===== src/rtl/calendar_pkg.sv =====
// Shared calendar constants and helpers, reused by the time-setting stage.
// CALENDAR_LEAP_YEAR_EN selects 29-day Februaries in leap years.
package calendar_pkg;

  localparam logic [7:0]  SEC_MAX   = 8'h59;
  localparam logic [7:0]  MIN_MAX   = 8'h59;
  localparam logic [7:0]  HOUR_MAX  = 8'h23;
  localparam logic [7:0]  MONTH_MAX = 8'h12;
  localparam logic [7:0]  YEAR_MAX2 = 8'h99;
  localparam logic [3:0]  WEEK_MAX  = 4'd6;

  localparam logic [15:0] RST_YEAR   = 16'h2023;
  localparam logic [7:0]  RST_MONTH  = 8'h01;
  localparam logic [7:0]  RST_DAY    = 8'h01;
  localparam logic [7:0]  RST_HOUR   = 8'h00;
  localparam logic [7:0]  RST_MINUTE = 8'h00;
  localparam logic [7:0]  RST_SEC    = 8'h00;
  localparam logic [3:0]  RST_WEEK   = 4'd0;

  // Last day of a BCD month; anything outside the 30-day set and February is 31.
  function automatic logic [7:0] days_in_month(input logic [7:0] month, input logic leap);
    case (month)
      8'h04, 8'h06, 8'h09, 8'h11: return 8'h30;
      8'h02:                      return leap ? 8'h29 : 8'h28;
      default:                    return 8'h31;
    endcase
  endfunction

  // 10*T+U is a multiple of 4 exactly when 2*T+U is.
  function automatic logic bcd_div4(input logic [7:0] v);
    logic [5:0] s;
    s = {1'b0, v[7:4], 1'b0} + {2'b00, v[3:0]};
    return s[1:0] == 2'b00;
  endfunction

  function automatic logic is_leap_year(input logic [15:0] year);
    if (year[7:0] != 8'h00) return bcd_div4(year[7:0]);
    return bcd_div4(year[15:8]);
  endfunction

endpackage


===== src/rtl/calendar_bcd2_counter.sv =====
// Two-digit packed-BCD counter with load, min/max wrap and a combinational carry
// so a whole chain of these resolves in a single clock.
module bcd2_counter
  import calendar_pkg::*;
#(
  parameter logic [7:0] RST_VAL = 8'h00
) (
  input  logic       clk,
  input  logic       rst,
  input  logic       inc,
  input  logic       load,
  input  logic [7:0] load_val,
  input  logic [7:0] min,
  input  logic [7:0] max,
  output logic [7:0] value,
  output logic       carry
);

  logic [3:0] lo_n;
  logic [3:0] hi_n;
  logic       at_max;

  // Digits A..F count as 9, so the compare and the increment never see them.
  // NOTE: every always_comb output gets a value on every path, so no latch is inferred.
  always_comb begin
    lo_n = (value[3:0] > 4'd9) ? 4'd9 : value[3:0];
    hi_n = (value[7:4] > 4'd9) ? 4'd9 : value[7:4];
  end

  assign at_max = {hi_n, lo_n} >= max;
  assign carry  = inc & at_max;

  // NOTE: state registers use non-blocking assignments so every flop samples pre-edge values.
  always_ff @(posedge clk) begin
    if (rst) begin
      value <= RST_VAL;
    end else if (load) begin
      value <= load_val;
    end else if (inc) begin
      if (at_max)              value <= min;
      else if (lo_n == 4'd9)   value <= {hi_n + 4'd1, 4'd0};
      else                     value <= {hi_n, lo_n + 4'd1};
    end
  end

endmodule


===== src/rtl/calendar_counter.sv =====
// Real-time calendar: BCD sec..year chain plus binary weekday, advanced by tick_1hz.
// Define CALENDAR_LEAP_YEAR_EN to give February 29 days in leap years.
module calendar_counter
  import calendar_pkg::*;
(
  input  logic        clk,
  input  logic        rst,
  input  logic        tick_1hz,
  input  logic        run_en,
  input  logic        load,
  input  logic [15:0] year_in,
  input  logic [7:0]  month_in,
  input  logic [7:0]  day_in,
  input  logic [7:0]  hour_in,
  input  logic [7:0]  minute_in,
  input  logic [7:0]  sec_in,
  input  logic [3:0]  week_in,
  output logic [15:0] year,
  output logic [7:0]  month,
  output logic [7:0]  day,
  output logic [7:0]  hour,
  output logic [7:0]  minute,
  output logic [7:0]  sec,
  output logic [3:0]  week,
  output logic        day_wrap
);

  logic       sec_inc;
  logic       sec_carry;
  logic       min_carry;
  logic       hour_carry;
  logic       day_carry;
  logic       month_carry;
  logic       year_lo_carry;
  logic       leap;
  logic [7:0] day_max;
  logic [7:0] year_lo;
  logic [7:0] year_hi;

  // A tick coinciding with load is dropped, not deferred.
  assign sec_inc = tick_1hz & run_en & ~load;

`ifdef CALENDAR_LEAP_YEAR_EN
  assign leap = is_leap_year(year);
`else
  assign leap = 1'b0;
`endif

  assign day_max = days_in_month(month, leap);
  assign year    = {year_hi, year_lo};

  bcd2_counter #(.RST_VAL(RST_SEC)) u_sec (
    .clk(clk), .rst(rst), .inc(sec_inc), .load(load), .load_val(sec_in),
    .min(8'h00), .max(SEC_MAX), .value(sec), .carry(sec_carry)
  );

  bcd2_counter #(.RST_VAL(RST_MINUTE)) u_minute (
    .clk(clk), .rst(rst), .inc(sec_carry), .load(load), .load_val(minute_in),
    .min(8'h00), .max(MIN_MAX), .value(minute), .carry(min_carry)
  );

  bcd2_counter #(.RST_VAL(RST_HOUR)) u_hour (
    .clk(clk), .rst(rst), .inc(min_carry), .load(load), .load_val(hour_in),
    .min(8'h00), .max(HOUR_MAX), .value(hour), .carry(hour_carry)
  );

  bcd2_counter #(.RST_VAL(RST_DAY)) u_day (
    .clk(clk), .rst(rst), .inc(hour_carry), .load(load), .load_val(day_in),
    .min(8'h01), .max(day_max), .value(day), .carry(day_carry)
  );

  bcd2_counter #(.RST_VAL(RST_MONTH)) u_month (
    .clk(clk), .rst(rst), .inc(day_carry), .load(load), .load_val(month_in),
    .min(8'h01), .max(MONTH_MAX), .value(month), .carry(month_carry)
  );

  bcd2_counter #(.RST_VAL(RST_YEAR[7:0])) u_year_lo (
    .clk(clk), .rst(rst), .inc(month_carry), .load(load), .load_val(year_in[7:0]),
    .min(8'h00), .max(YEAR_MAX2), .value(year_lo), .carry(year_lo_carry)
  );

  // Year 9999 rolls to 0000; the top carry has nowhere to go.
  bcd2_counter #(.RST_VAL(RST_YEAR[15:8])) u_year_hi (
    .clk(clk), .rst(rst), .inc(year_lo_carry), .load(load), .load_val(year_in[15:8]),
    .min(8'h00), .max(YEAR_MAX2), .value(year_hi), .carry()
  );

  always_ff @(posedge clk) begin
    if (rst) begin
      week     <= RST_WEEK;
      day_wrap <= 1'b0;
    end else begin
      day_wrap <= hour_carry;
      if (load)            week <= week_in;
      else if (hour_carry) week <= (week >= WEEK_MAX) ? 4'd0 : week + 4'd1;
    end
  end

endmodule


===== config.mk =====
export PLATFORM = sky130hd
export DESIGN_NAME = calendar_counter
export DESIGN_NICKNAME = d
export VERILOG_FILES = /design/src/rtl/calendar_pkg.sv /design/src/rtl/calendar_bcd2_counter.sv /design/src/rtl/calendar_counter.sv
export SDC_FILE = /design/constraint.sdc
export NUM_CORES = 1
export LEC_CHECK = 0
export BUFFER_PORTS_ARGS = -buffer_cell sky130_fd_sc_hd__buf_2
export CORE_MARGIN = 1
export CORE_UTILIZATION = 52
export DETAILED_ROUTE_END_ITERATION = 6
export PLACE_DENSITY_LB_ADDON = 0.12
export SLEW_MARGIN = 20
export SYNTH_ARGS = -nofsm -noshare
export SYNTH_HDL_FRONTEND = slang
export SYNTH_SLANG_ARGS = --single-unit

===== constraint.sdc =====
create_clock -name clk -period 2.92 [get_ports clk]
set_input_delay 0.73 -clock clk [delete_from_list [all_inputs] [get_ports clk]]
set_output_delay 0.73 -clock clk [all_outputs]
set_load 0.05 [all_outputs]

==> impl_metrics.toml <==
[floorplanning]
core_area_um2 = 7370
dieArea_um2 = 8140
start_util_pct = 54.9
row_count = 31
die_w_um = 90.2
die_h_um = 90.2
ios = 126

[routing]
vias_per_cell = 5.83
vias = 4302
drt_iter0_drc = 338
drt-wirelength-per-cell_um = 15.3
postRouteWirelength_um = 11300
drt-pass1-iter-count = 5
drc = 0
antenna_left = 0

[hold_path]
worst_hold_path_type = "flip-flop to flip-flop"
min-delay-start = "u_day.value[0]"

[synth]
muxShareOfSynthArea_pct = 2.04
synth_top_flop_cell = "dfxtp_1"
ys_seq_elements = 61
yosysTopAreaCell = "dfxtp_1"
netlist_area_um2 = 4050
synthCells = 522
synth_area_per_cell_um2 = 7.75
synth_most_common_cell = "dfxtp_1"
yosysWarnings = 0
synth_compound_gate_area_share_pct = 27.7
synth_top_area_share_pct = 30.2
synth-edff-count = 0
synth-adder-area-share_pct = 6.80
yosys.area_share.simple_pct = 23.9
yosys-top-cells-area = "dfxtp_1, ha_1, a21oi_1, nor2_1, nand2_1"
synth_common_cells = "dfxtp_1, nor2_1, nand2_1"
synth_top_family_by_area = "compound AO/OA/AOI/OAI gates"
synth_xor_area_share_pct = 3.90
synth.distinct_cells = 65
synthArstFlopShare_pct = 0
syn_nets = 609
ys_seq_area_share_pct = 30.2

[finish]
final_area_um2 = 4960
layoutNonFillerInstCount = 738
area_growth_pct = 22.7
multi_input_area_um2 = 2610
drive_above_1_share_pct = 25.7
diodes = 0
seq_area_um2 = 1220
final_net_count = 721
nFillCells = 687

[cts]
cts_sinks = 61
clk_latency_ns = 0.34
ctsResizeCount = 0
cts_tree = "done"
clk_pin_slew_ns = 0.07
cts_buffers = 9
post_cts_buffers = 0
postCtsHoldBufs = 0
htree_levels = 3
cts_buffer_depth = 2
cts-root-buf = "clkbuf_8"

[sta]
slew_headroom_pct = 47.6
setup_tns_ns = 0
rsz0062_at_grt = "no"
clock-skew-final_ns = 0.0129
setup-violations-final = 0
hold_violations = 0
period_minus_slack_ns = 2.68
min_period_over_period_pct = 91.9
fmax_mhz = 373
worstMarginPinSlew_ns = 0.779
maxSlewViolCount = 0

[flow_run]
max_cap_viol_count = 0

[worst_setup_path]
path_buf_inv = 1
path_class = "flip-flop to flip-flop"
crit_arrival_ns = 2.93
r2r_start = "u_month.value[7]"
crit_slowest_cell = "or4_1"
cp_top_family = "simple AND/OR/NAND/NOR gates"
cp_cell_sequence = "nor3_2 -> and4b_1 -> inv_1 -> ha_1 -> o211ai_1 -> a31o_2 -> nand2_2 -> nand2_4 -> or4_1 -> a311oi_1"
cp-startpoint = "u_month.value[7]"
slowest_delay_ns = 0.51
start_kind = "flip-flop"
path_max_fanout = 8
critical_path.endpoint_type = "flip-flop"
worstPathRequired_ns = 3.16

[pwr]
intPower_mw = 1.62
switching_power_mw = 0.834
clkPwrFrac_pct = 35.3
pwr-share-comb_pct = 25.5
p_seq_share_pct = 39.3
power_density_nw_per_um2 = 494
switching_share_pct = 34.0
peakVddDrop_mv = 0.227
p_leak_nw = 2.24

[place]
portBuffers = 125
dp_cells = 722
dpl_cell_area_um2 = 4730
place_congestion = 0.921
dp_hpwl_um = 7950

[global_routing]
antenna_found_initial = 0
grt_usage_pct = 28.4
gr-total-overflow = 0
grt_pass1_vias = 4045
grt_max_degree = 86
grt_pass1_wl_um = 19000

[status]
status = "finished, final reports clean"
[placed cells by master (no fill, tap or decap), types with 7 or more instances in the layout]
| master | instances |
|---|---|
| a31oi_1 | 7 |
| inv_1 | 22 |
| and3_1 | 8 |
| ha_1 | 22 |
| clkbuf_8 | 11 |
| xnor2_1 | 11 |
| xor2_1 | 7 |
| a211oi_1 | 14 |
| o31ai_1 | 8 |
| a221oi_1 | 12 |
| nand3_1 | 20 |
| nor2_1 | 53 |
| o21ai_0 | 29 |
| nand2b_1 | 12 |
| nor3_1 | 15 |
| buf_4 | 8 |
| nand2_1 | 45 |
| a21oi_1 | 40 |
| buf_2 | 125 |
| dfxtp_1 | 61 |
[stage by stage]
| stage | hold WS [ns] | setup slack (ns) | total power, mW | util, % |
|---|---|---|---|---|
| global placement | 0.488 | 0.221 | 1.59 | 64.2 |
| floorplan | 0.692 | 0.0867 | 1.43 | - |
| CTS | 0.504 | 0.0825 | 2.46 | 67.3 |
| global route | 0.547 | 0.00522 | 2.57 | 67.4 |
| finish | 0.502 | 0.238 | 2.45 | 67.4 |
| detailed placement | 0.494 | 0.103 | 1.60 | 64.2 |
[kinds of logic after synthesis]
logic type	Yosys count
compound gates	162
xor+xnor	18
fa+ha+maj	22
buf+inv	55
flops	61
mux	8
simple gates	196
[power by group through the flow]
stage / clock [mW] / sequential [mW] / combinational [mW]
6_report: 0.865 / 0.963 / 0.624
5_1_grt: 0.920 / 0.974 / 0.679
4_1_cts: 0.876 / 0.960 / 0.623
3_5_place_dp: 0 / 0.978 / 0.619
3_3_place_gp: 0 / 0.976 / 0.609
2_1_floorplan: 0 / 1.14 / 0.289
[flip-flops by register name (all words and copies together), names as in the netlist]
| register | cells |
|---|---|
| u_day.value | 8 |
| u_hour.value | 8 |
| u_minute.value | 8 |
| u_month.value | 8 |
| u_sec.value | 8 |
| u_year_hi.value | 8 |
| u_year_lo.value | 8 |
| week | 4 |
| day_wrap | 1 |
[final timing paths]
kind | endpoint | slack (ns) | depth (start not counted)
setup reg to reg | u_month.value[2] | 0.24 | 10
setup / recovery | u_month.value[2] | 0.24 | 10
hold reg to reg | u_day.value[0] | 0.50 | 2
hold / removal | u_day.value[0] | 0.50 | 2
[routing by layer]
| metal | up-vias | share of wire [%] | track usage [%] |
|---|---|---|---|
| met5 | - | 0 | 0 |
| met4 | 0 | 1.1 | 8.06 |
| met3 | 13 | 6.8 | 6.26 |
| met2 | 147 | 48 | 48.2 |
| met1 | 1992 | 44 | 36.1 |
| li1 | 2150 | - | - |
[layout make-up]
class | count | share of cell area (%)
Multi-Input combinational cell | 406 | 52.5
Sequential cell | 61 | 24.6
Timing Repair Buffer | 134 | 14.2
Clock buffer | 12 | 3.13
Tap cell | 99 | 2.49
Inverter | 22 | 1.66
Clock inverter | 4 | 1.41
[worst reg2reg max path, delay by kind of cell, from the launching register on]
kind	cells	cell delay (ns)
compound gates	3	0.58
fa+ha+maj	1	0.26
buf+inv	1	0.05
flops	1	0.34
simple gates	5	1.37
No activity file was read; power rests on OpenSTA's default activity.
